$ cat src/rtl/pingpong_ctrl_pkg.sv
// pingpong_ctrl_pkg: shared buffer geometry defaults and controller state encoding
package pingpong_ctrl_pkg;
    localparam int DEF_ADDR_W = 10;
    localparam int DEF_DEPTH  = 1024;
    typedef enum logic [1:0] {ST_IDLE, ST_RUN, ST_FINISH} state_t;
endpackage

$ cat src/rtl/pingpong_ctrl.sv
// pingpong_ctrl: ping-pong buffer controller overlapping tile load with tile drain
module pingpong_ctrl
    import pingpong_ctrl_pkg::*;
#(
    parameter int ADDR_W = DEF_ADDR_W,
    parameter int DEPTH  = DEF_DEPTH
) (
    input  logic              clk,
    input  logic              rst_n,
    input  logic              start,
    input  logic [ADDR_W:0]   cfg_tile_len,
    input  logic [15:0]       cfg_num_tiles,
    output logic              busy,
    output logic              done,
    output logic              cfg_err,
    input  logic              ld_valid,
    output logic              ld_ready,
    output logic              wr_en,
    output logic [ADDR_W-1:0] wr_addr,
    input  logic              cmp_ready,
    output logic              rd_en,
    output logic [ADDR_W-1:0] rd_addr,
    output logic              rd_valid,
    output logic              switch_banks
);
    localparam logic [ADDR_W:0] CNT_ONE = (ADDR_W+1)'(1);
    localparam logic [ADDR_W:0] MAX_LEN = (ADDR_W+1)'(DEPTH);
    state_t state, state_nxt;
    logic [ADDR_W:0] tile_len, wr_cnt, rd_cnt;
    logic [15:0] num_tiles, tiles_loaded, tiles_done;
    logic rd_full, zero_done, in_run, start_bad, start_ok, last_rd;
    assign in_run    = state == ST_RUN;
    assign start_bad = state == ST_IDLE && start && (cfg_tile_len == '0 || cfg_tile_len > MAX_LEN);
    assign start_ok  = state == ST_IDLE && start && !start_bad;
    assign last_rd   = rd_en && (rd_cnt + CNT_ONE == tile_len);

    // state register
    always_ff @(posedge clk or negedge rst_n) begin
        if (!rst_n) state <= ST_IDLE;
        else state <= state_nxt;
    end

    // next state: a zero-tile job never leaves IDLE, FINISH lasts exactly one cycle
    always_comb begin
        state_nxt = state == ST_IDLE ? (start_ok && cfg_num_tiles != '0 ? ST_RUN : ST_IDLE) :
                    state == ST_RUN  ? (tiles_done == num_tiles ? ST_FINISH : ST_RUN) : ST_IDLE;
    end

    // outputs: the bank switch cycle blocks both buffer ports
    always_comb begin
        busy         = state != ST_IDLE;
        done         = state == ST_FINISH || zero_done;
        switch_banks = in_run && wr_cnt == tile_len && tiles_loaded < num_tiles &&
                       (!rd_full || rd_cnt == tile_len);
        ld_ready     = in_run && wr_cnt < tile_len && tiles_loaded < num_tiles && !switch_banks;
        wr_en        = ld_valid && ld_ready;
        wr_addr      = wr_cnt[ADDR_W-1:0];
        rd_en        = in_run && cmp_ready && rd_full && rd_cnt < tile_len && !switch_banks;
        rd_addr      = rd_cnt[ADDR_W-1:0];
    end

    // job config capture, sticky config error, zero-tile done and read-valid pipeline
    always_ff @(posedge clk or negedge rst_n) begin
        if (!rst_n) begin
            tile_len  <= '0;
            num_tiles <= '0;
            cfg_err   <= 1'b0;
            zero_done <= 1'b0;
            rd_valid  <= 1'b0;
        end else begin
            tile_len  <= start_ok ? cfg_tile_len : tile_len;
            num_tiles <= start_ok ? cfg_num_tiles : num_tiles;
            cfg_err   <= cfg_err | start_bad;
            zero_done <= start_ok && cfg_num_tiles == '0;
            rd_valid  <= rd_en;
        end
    end

    // bank fill/drain counters; a bank switch rearms both sides on the swapped banks
    always_ff @(posedge clk or negedge rst_n) begin
        if (!rst_n) begin
            wr_cnt       <= '0;
            rd_cnt       <= '0;
            rd_full      <= 1'b0;
            tiles_loaded <= '0;
            tiles_done   <= '0;
        end else if (start_ok) begin
            wr_cnt       <= '0;
            rd_cnt       <= '0;
            rd_full      <= 1'b0;
            tiles_loaded <= '0;
            tiles_done   <= '0;
        end else if (switch_banks) begin
            wr_cnt       <= '0;
            rd_cnt       <= '0;
            rd_full      <= 1'b1;
            tiles_loaded <= tiles_loaded + 16'd1;
        end else begin
            wr_cnt       <= wr_en ? wr_cnt + CNT_ONE : wr_cnt;
            rd_cnt       <= rd_en ? rd_cnt + CNT_ONE : rd_cnt;
            rd_full      <= rd_full && !last_rd;
            tiles_done   <= last_rd ? tiles_done + 16'd1 : tiles_done;
        end
    end
endmodule

$ cat config.mk
export PLATFORM = sky130hd
export DESIGN_NAME = pingpong_ctrl
export DESIGN_NICKNAME = d
export VERILOG_FILES = /design/src/rtl/pingpong_ctrl_pkg.sv /design/src/rtl/pingpong_ctrl.sv
export SDC_FILE = /design/constraint.sdc
export NUM_CORES = 1
export LEC_CHECK = 0
export CORE_MARGIN = 5
export CORE_UTILIZATION = 52
export DETAILED_ROUTE_END_ITERATION = 10
export PLACE_DENSITY = 0.82
export SETUP_SLACK_MARGIN = 0.5
export SLEW_MARGIN = 20
export SYNTH_ARGS = -nofsm -noshare
export SYNTH_HDL_FRONTEND = slang
export SYNTH_SLANG_ARGS = --single-unit
$ cat constraint.sdc
create_clock -name clk -period 6.05 [get_ports clk]
set_clock_uncertainty 0.2 [all_clocks]
set_input_delay 0.605 -clock clk [delete_from_list [all_inputs] [get_ports clk]]
set_output_delay 0.605 -clock clk [all_outputs]
set_load 0.01 [all_outputs]
==> summary.md, run 1 <==
| Metric | Value |
|---|---|
| Status | `finished clean` |
| Worst Path Max Fanout | `30` |
| Critical Path Start Type | `register` |
| Clock sink total | `87` |
| # diodes | `0` |
| Total Wirelength | `13700 um` |
| EDFF count, synth | `0` |
| Pint | `1.21 mW` |
| Htree depth | `3` |
| Sw Ratio | `0.378` |
| Mapped Nets | `703` |
| WS Path Type | `register to output port` |
| Util after Layout | `0.595` |
| Final Max Tran Viols | `0` |
| Combinational power share | `0.359` |
| Switch Pwr | `735 uW` |
| Floorplan core area | `10700 um2` |
| Worst-path clk slew | `0.08 ns` |
| Synthesized cell area | `5660 um2` |
| Unrepaired setup endpoints after global routing | `false` |
| Synth warn | `0` |
| Clk_lat worst skew | `0.37 ns` |
| Placed Area | `6180 um2` |
| First-pass GRT wire length | `23100 um` |
| Clock Power Share | `0.214` |
| DPL Wire Length | `10300 um` |
| Synth area leaders | `dfrtp_1 (38%), ha_1 (9.1%), xor2_1 (4.5%)` |
| GRT overflow | `0` |
| Post-CTS setup buffer count | `0` |
| Pwr/cell area | `305 nW/um2` |
| Top cell type's share of synthesized area | `0.385` |
| Setup tns final | `0 ns` |
| IO Pins | `60` |
| Top cells by count, synth | `dfrtp_1 (87), nand2_1 (60), nor2_1 (43)` |
| Register area share after synthesis | `0.385` |
| Register-to-register setup slack | `2.61 ns` |
| Synth Instances | `630` |
| Count leader, synth | `dfrtp_1` |
| Crit path buf inv count | `4` |
| Vias in the first global route | `4779` |
| Clock buffer depth | `2` |
| Wire length per cell | `17.1 um` |
| Vias after detailed routing | `4770` |
| Worst Path Required | `5.24 ns` |
| Cell count along the critical path | `10` |
| Maxcap violations | `0` |
| Critical Path Sink | `rd_en` |
| Hold Crit Class | `register to register` |
| Area leader, netlist | `dfrtp_1` |
| CP delay by family, top | `buffers and inverters` |
| Fin area | `6390 um2` |
| Hold Fails Final Rpt | `0` |
| TritonRoute pass-1 iters | `4` |
| Syn Area/Cell | `8.98 um2` |
| Distinct cells, synth | `60` |
| Most used DFF post-synth | `dfrtp_1` |
| Fin crit share | `0.700` |
| Worst slew pin tran | `0.818 ns` |
| Worst vdd ir | `0.149 mV` |
| Pin count of the biggest net entering global routing | `67` |
| Area Growth Syn to Fin | `12.9%` |
| Worst-path cell chain | `ha_1 > nand4_1 > o31ai_1 > nand4_1 > nor4b_2 > buf_4 > or2_1 > buf_4 > inv_1 > clkdlybuf4s50_1` |
| Die area | `13100 um2` |
| Clock Tree Root | `clkbuf_8` |
| WP data arrival | `3.43 ns` |
| CP max stage cell | `dfrtp_1` |
| Overall Global Routing Usage | `0.220` |
| R2R Path End | `tiles_done[10]` |
| Lkg Pwr | `2.85 nW` |
| # setup viols final | `0` |
| CP max stage delay | `0.54 ns` |
| Crit path time final | `4.24 ns` |
| Reg power frac | `0.427` |
| Residual DRC | `0` |
| I/O Buffers | `59` |
| Initial core utilization | `0.527` |
| Die Ht | `114 um` |
| Crit path launch | `rd_cnt[3]` |
| FF-to-FF path depth | `11` |
| Row Count | `38` |
| TritonCTS clock tree | `yes` |
| Inserted Clock Buffers | `9` |
| FMAX | `0.236 GHz` |
| Ys async rst share | `1.00` |
| Gpl congestion | `0.858` |
| Drt initial violations | `307` |
| Vias per cell | `5.94` |
| Share of post-route cells with drive strength above 1 | `0.0483` |
| Critical Path End Type | `output port` |
| Relative slew slack | `0.455` |
| Final ANT Viol Nets | `0` |
| Initial antenna violation count | `0` |
| Die Wd | `114 um` |
| FF-to-FF Start | `num_tiles[13]` |
| Flops & latches, synth | `87` |
| Final-stage net count | `731` |
| Design Power | `1.95 mW` |
==> cells by family after synthesis <==
kind of cell | after synthesis | share of synthesized area
AO/OA/AOI/OAI | 112 | 0.121
XOR/XNOR | 52 | 0.0805
adder cells (fa/ha/maj) | 41 | 0.0906
buffers and inverters | 87 | 0.0758
flip-flops | 87 | 0.385
multiplexers | 7 | 0.0126
AND/OR/NAND/NOR | 244 | 0.234
==> cell usage in the layout (no fill, tap or decap), types with 23 or more instances in the layout <==
cell and instances:
dfrtp_1 87, inv_1 39, o21ai_1 23, nand4_1 25, clkdlybuf4s50_1 58, nand2_1 60
nor2_1 43, ha_1 41, xor2_1 29, xnor2_1 23, a21oi_1 26
==> how the worst min path moves through the flow <==
stage	endpoint	depth (start not counted)	slack, ns	from
6_report	wr_cnt[10]	1	0.33	wr_cnt[10]
5_1_grt	wr_cnt[10]	1	0.36	wr_cnt[10]
4_1_cts	wr_cnt[10]	1	0.33	wr_cnt[10]
3_5_place_dp	wr_cnt[0]	1	0.32	rst_n
3_3_place_gp	tiles_loaded[15]	1	0.27	tiles_loaded[15]
2_1_floorplan	cfg_err	0	0.11	rst_n
==> timing repair <==
action                    4_1_cts  5_1_grt
hold endpoints to repair       23        0
hold buffers                    1        0
gates resized for setup         0        0
==> metrics by stage <==
step                      setup WS, ns  cells  hold WS (ns)
final                             1.81    803         0.335
after global routing              1.63    803         0.356
after CTS                         1.80    803         0.329
after detailed placement          2.07    786         0.317
after global placement            2.19    786         0.273
after floorplan                   2.95    630         0.109
==> final cells by class <==
| type | count | area [um2] |
|---|---|---|
| Clock inverter | 3 | 42.5 |
| Inverter | 39 | 146 |
| Tap cell | 140 | 175 |
| Sequential cell | 87 | 2180 |
| Clock buffer | 13 | 149 |
| Multi-Input combinational cell | 456 | 3060 |
| Timing Repair Buffer | 65 | 636 |
| Fill cell | 920 | 4360 |
==> power by group through the flow <==
stage | clock network (mW) | registers, mW | logic, mW
after floorplan | 0 | 0.800 | 0.498
after global placement | 0 | 0.833 | 0.646
after detailed placement | 0 | 0.841 | 0.689
after CTS | 0.416 | 0.829 | 0.698
after global routing | 0.447 | 0.849 | 0.787
final | 0.417 | 0.831 | 0.700
==> routing by layer <==
layer,GRT usage,share of wire,up-vias
met3,0.0238,0.046,26
met5,0,0,-
li1,-,-,2294
met4,0.0942,0.025,0
met2,0.378,0.51,139
met1,0.282,0.42,2311
==> state kept, by name (all words and copies together), names as in the netlist <==
register and count:
cfg_err 1, num_tiles 16, rd_cnt 11, rd_full 1, rd_valid 1, state 2, tile_len 11, tiles_done 16
tiles_loaded 16, wr_cnt 11, zero_done 1
No activity file was read; power rests on OpenSTA's default activity.
==> run 2, diff against run 1 <==
clock period = 4.4 ns   (was 6.05 ns; I/O delays follow)
==> run 2 against run 1 <==
Compared with the run above: non-clock buffer count up 4; clock power up 25%; first-iteration DRC count down 19%; power up 36%; critical path depth down 1; register-to-register slack worse by 1.6 ns; largest power group unchanged; global-route usage down 0.60 points.
==> summary.md, run 2 (same netlist as run 1, synthesis figures left out) <==
| Metric | Value |
|---|---|
| Htree depth | `3 (unchanged)` |
| Worst slew pin tran | `0.801 ns (-0.0163 ns)` |
| Crit path time final | `3.79 ns` |
| GRT overflow | `0 (unchanged)` |
| Area Growth Syn to Fin | `13.5%` |
| Clock Tree Root | `clkbuf_8` |
| Final-layout fill cell count | `933 (+1.4%)` |
| CP max stage cell | `a2111oi_1` |
| DPL Wire Length | `10400 um (+0.96%)` |
| Crit path buf inv count | `3 (-1)` |
| I/O Buffers | `59 (unchanged)` |
| Maxcap violations | `0 (unchanged)` |
| Status | `finished clean` |
| Clock sink total | `87 (unchanged)` |
| Most common cell after layout, fill and taps aside | `dfrtp_1` |
| Lkg Pwr | `2.87 nW (+0.76%)` |
| Die Ht | `114 um (unchanged)` |
| Worst-path cell chain | `inv_1 > ha_1 > and4_1 > nand4_1 > a2111oi_1 > nand4bb_2 > buf_4 > nor2_1 > clkdlybuf4s50_1` |
| Unrepaired setup endpoints after global routing | `false` |
| Critical Path End Type | `output port` |
| Critical Path Start Type | `register` |
| Share of post-route cells with drive strength above 1 | `0.0600 (+0.0117)` |
| Register-to-register setup slack | `1.05 ns (-1.56 ns)` |
| Gpl congestion | `0.904 (+5.4%)` |
| Setup tns final | `0 ns (unchanged)` |
| Commonest non-fill, non-tap cells in the layout | `dfrtp_1 (87), nand2_1 (60), clkdlybuf4s50_1 (58)` |
| Hold Crit Class | `register to register` |
| Die Wd | `114 um (unchanged)` |
| Vias after detailed routing | `4765 (-0.10%)` |
| Residual DRC | `0 (unchanged)` |
| Inserted Clock Buffers | `9 (unchanged)` |
| TritonCTS clock tree | `yes` |
| Pwr/cell area | `413 nW/um2 (+35%)` |
| Worst Path Required | `3.76 ns (-1.48 ns)` |
| Multi-input logic area | `3070 um2 (+0.25%)` |
| Placed Area | `6200 um2 (+0.32%)` |
| IO Pins | `60 (unchanged)` |
| Final-stage net count | `735 (+0.55%)` |
| Clock buffer depth | `2 (unchanged)` |
| Relative slew slack | `0.466 (+0.0108)` |
| First-pass GRT wire length | `22500 um (-2.7%)` |
| Row Count | `38 (unchanged)` |
| Wire length per cell | `17.1 um (+0.26%)` |
| TritonRoute pass-1 iters | `6 (+2)` |
| Worst vdd ir | `0.181 mV (+22%)` |
| WS Path Type | `register to output port` |
| Fin crit share | `0.861` |
| Drt initial violations | `248 (-19%)` |
| Initial core utilization | `0.527 (unchanged)` |
| Reg area | `2180 um2 (unchanged)` |
| Hold Fails Final Rpt | `0 (unchanged)` |
| Die area | `13100 um2 (unchanged)` |
| FMAX | `0.264 GHz` |
| Fin area | `6420 um2 (+0.53%)` |
| Worst Path Max Fanout | `7 (-77%)` |
| Total Wirelength | `13800 um (+0.76%)` |
| Worst-path clk slew | `0.09 ns (about the same)` |
| Largest registers | `num_tiles: 16 flops, tiles_done: 16 flops, tiles_loaded: 16 flops` |
| Pin count of the biggest net entering global routing | `88 (+31%)` |
| Initial antenna violation count | `0 (unchanged)` |
| # diodes | `0 (unchanged)` |
| Final ANT Viol Nets | `0 (unchanged)` |
| Vias in the first global route | `4603 (-3.7%)` |
| Clk_lat worst skew | `0.38 ns (about the same)` |
| Overall Global Routing Usage | `0.214 (-0.00599)` |
| CP max stage delay | `0.56 ns (+0.02 ns)` |
| WP data arrival | `3.15 ns (-0.28 ns)` |
| # setup viols final | `0 (unchanged)` |
| Vias per cell | `5.90 (-0.60%)` |
| CP delay by family, top | `simple AND/OR/NAND/NOR gates` |
| Final Max Tran Viols | `0 (unchanged)` |
| Floorplan core area | `10700 um2 (unchanged)` |
-- run 2: stage by stage --
step           hold WS (ns)  worst slack [ns]  instances  total power [mW]   util
2_1_floorplan       -0.0556              1.47        630              1.79      -
4_1_cts               0.116             0.501        803              2.63  0.594
3_3_place_gp          0.289             0.948        787              2.03  0.577
3_5_place_dp          0.294             0.901        787              2.11  0.577
5_1_grt               0.343             0.499        807              2.83  0.598
6_report              0.303             0.612        807              2.65  0.598
-- run 2: power by group --
part | leakage [nW] | internal [mW] | switching [mW]
logic | 1.66 | 0.435 | 0.556
registers | 1.13 | 0.969 | 0.171
clock network | 0.0858 | 0.206 | 0.315
-- run 2: repair_timing --
item	CTS	global route
setup endpoints to repair	1	2
pin swaps	0	2
buffers inserted	0	3
hold buffers	0	1
resized for setup	1	2
hold endpoints to repair	0	1
-- run 2: worst paths after layout --
kind                                    start              to  cells after the start
max in group asynchronous               rst_n   num_tiles[12]                      2
worst max register to register  num_tiles[12]  tiles_done[11]                     10
worst max-delay path            num_tiles[12]        ld_ready                      9
worst min register to register     wr_cnt[10]      wr_cnt[10]                      1
worst min-delay path               wr_cnt[10]      wr_cnt[10]                      1
min in group asynchronous               rst_n       wr_cnt[0]                      2
-- run 2: routing by layer --
layer / global-route usage / routed length (um) / vias to the layer above
met5: 0 / 0 / -
met4: 0.108 / 476 / 0
met3: 0.0248 / 605 / 38
met2: 0.338 / 6780 / 134
met1: 0.292 / 5940 / 2301
li1: - / - / 2292
-- run 2: layout make-up --
cell class / instances / area share
Timing Repair Buffer: 69 / 0.106
Multi-Input combinational cell: 456 / 0.478
Inverter: 39 / 0.0228
Tap cell: 140 / 0.0273
Clock inverter: 7 / 0.00740
Clock buffer: 9 / 0.0193
Sequential cell: 87 / 0.339
==> run 3, diff against run 2 <==
CELL_PAD_IN_SITES_DETAIL_PLACEMENT = 2   (was unset)
CELL_PAD_IN_SITES_GLOBAL_PLACEMENT = 2   (was unset)
CORE_UTILIZATION = 36   (was 52)
CTS_CLUSTER_SIZE = 16   (was unset)
PLACE_DENSITY = 0.89   (was 0.82)
==> run 3 against run 2 <==
Compared with the run above: the flow now finishes with violations (hold timing); sequential power grew 4%; setup slack lost 0.091 ns; clock power grew 68%; via count grew 6.6%; critical endpoint is now switch_banks.
==> summary.md, run 3 (same netlist as run 1, synthesis figures left out) <==
| Metric | Value |
|---|---|
| Status | `finished with violations` |
| Violated checks | `hold timing` |
| Vias per cell | `5.78 (-2.0%)` |
| Worst-path clk slew | `0.07 ns (-0.02 ns)` |
| Pin count of the biggest net entering global routing | `70 (-20%)` |
| Commonest non-fill, non-tap cells in the layout | `dfrtp_1 (84), nand2_1 (60), clkdlybuf4s50_1 (58)` |
| Final-stage net count | `735 (unchanged)` |
| WS Path Type | `register to output port` |
| Worst vdd ir | `0.217 mV (+20%)` |
| Die Ht | `135 um (+18%)` |
| Lkg Pwr | `2.95 nW (+2.6%)` |
| FF-to-FF path depth | `10 (unchanged)` |
| Design Power | `3.21 mW (+21%)` |
| First-pass GRT wire length | `33700 um (+50%)` |
| # diodes | `0 (unchanged)` |
| Clk_lat worst skew | `0.37 ns (about the same)` |
| Most common cell after layout, fill and taps aside | `dfrtp_1` |
| Critical Path Start Type | `register` |
| Vias in the first global route | `5817 (+26%)` |
| Util after Layout | `0.438 (-0.160)` |
| Worst slew pin tran | `0.955 ns (+0.153 ns)` |
| Crit path time final | `3.88 ns (+0.0914 ns)` |
| Hold buffers post-CTS | `0 (unchanged)` |
| Fin Hold WS | `-0.00545 ns (-0.308 ns)` |
| Overall Global Routing Usage | `0.240 (+0.0260)` |
| Share of post-route cells with drive strength above 1 | `0.0705 (+0.0105)` |
| Unrepaired setup endpoints after global routing | `true` |
| DPL Wire Length | `14600 um (+41%)` |
| Final-layout fill cell count | `1672 (+79%)` |
| WP data arrival | `3.24 ns (+0.09 ns)` |
| Relative slew slack | `0.364 (-0.102)` |
| Final ANT Viol Nets | `0 (unchanged)` |
| Setup tns final | `0 ns (unchanged)` |
| Final Max Tran Viols | `0 (unchanged)` |
| TritonCTS clock tree | `yes` |
| I/O Buffers | `59 (unchanged)` |
| Fin crit share | `0.882 (+0.0208)` |
| Row Count | `45 (+18%)` |
| Gpl congestion | `0.815 (-9.8%)` |
| Inserted Clock Buffers | `9 (unchanged)` |
| Wire length per cell | `24.6 um (+44%)` |
| Residual DRC | `0 (unchanged)` |
| Clock buffer depth | `2 (unchanged)` |
| Hold Crit Class | `input pin to asynchronous set/reset pin` |
| Floorplan core area | `15300 um2 (+43%)` |
| Initial core utilization | `0.370 (-0.157)` |
| Drt initial violations | `268 (+8.1%)` |
| Maxcap violations | `0 (unchanged)` |
| Total Wirelength | `21600 um (+56%)` |
| Worst Path Required | `3.76 ns (about the same)` |
| Initial antenna violation count | `0 (unchanged)` |
| TritonRoute pass-1 iters | `4 (-2)` |
| Htree depth | `3 (unchanged)` |
| Pwr/cell area | `478 nW/um2 (+16%)` |
| GRT overflow | `0 (unchanged)` |
| Die Wd | `135 um (+18%)` |
| Clock sink total | `87 (unchanged)` |
| Vias after detailed routing | `5079 (+6.6%)` |
| IO Pins | `60 (unchanged)` |
| Critical Path End Type | `output port` |
| Die area | `18300 um2 (+40%)` |
| Area Growth Syn to Fin | `18.6%` |
| Clock Tree Root | `clkbuf_16` |
| # setup viols final | `0 (unchanged)` |
| Largest registers | `num_tiles: 16 flops, tiles_done: 16 flops, tiles_loaded: 16 flops` |
| FMAX | `0.258 GHz (-2.4%)` |
| Worst Path Max Fanout | `19 (+12)` |
| Hold Fails Final Rpt | `2 (+2)` |
## run 3: cell types whose count changed in the layout (fill, tap and decap cells not counted), moves of 2 or more
cell	before	now
bufinv_16	0	2
clkbuf_8	9	0
clkbuf_1	0	2
clkbuf_16	0	9
dfrtp_1	87	84
dfrtp_2	0	3
clkinv_2	3	1
## run 3: layer usage
metal,GRT usage,part of all wire
met3,0.0331,0.028
met2,0.426,0.52
met4,0.122,0.043
met1,0.283,0.41
met5,0,0
## run 3: where the power goes
part           total [mW]  switching [mW]  internal [mW]
clock network       0.873           0.372          0.500
logic                1.16           0.697          0.460
registers            1.18           0.206          0.970
## run 3: path summary, 6_finish.rpt
path	start	to	slack, ns
hold reg to reg	cfg_err	cfg_err	0.32
max in group asynchronous	rst_n	rd_cnt[6]	3.08
setup / recovery	tile_len[6]	switch_banks	0.52
hold / removal	rst_n	wr_cnt[0]	-0.005
min in group clk	cfg_err	cfg_err	0.32
setup reg to reg	tile_len[6]	tiles_loaded[5]	0.93
## run 3: cell type report
class / count / area [um2] / area share
Multi-Input combinational cell: 456 / 3130 / 0.466
Sequential cell: 87 / 2180 / 0.325
Timing Repair Buffer: 69 / 679 / 0.101
Tap cell: 211 / 264 / 0.0393
Clock buffer: 11 / 233 / 0.0347
Inverter: 39 / 146 / 0.0218
Clock inverter: 5 / 81.3 / 0.0121
## run 3: metrics by stage
step	hold slack, ns	instances	area [um2]	setup slack [ns]
final	-0.00545	878	6710	0.521
after global routing	0.101	878	6710	0.441
after CTS	0.0635	874	6620	0.442
after detailed placement	0.299	858	6290	0.476
after global placement	0.278	858	6290	0.629
after floorplan	-0.0556	630	5660	1.47
## run 3: worst max-delay path: stages, from the launching register on
cell and delay (ns):
dfrtp_1 0.44, inv_1 0.14, ha_1 0.36, nand4_1 0.20, o31ai_2 0.30, nand4_1 0.25
nor4b_4 0.38, buf_6 0.23, clkdlybuf4s50_1 0.56
## run 3: repair_timing
item / in CTS / in global routing
setup buffers: 0 / 4
endpoints found under the setup margin: 4 / 4
gates resized for setup: 4 / 12
pin swaps: 0 / 3
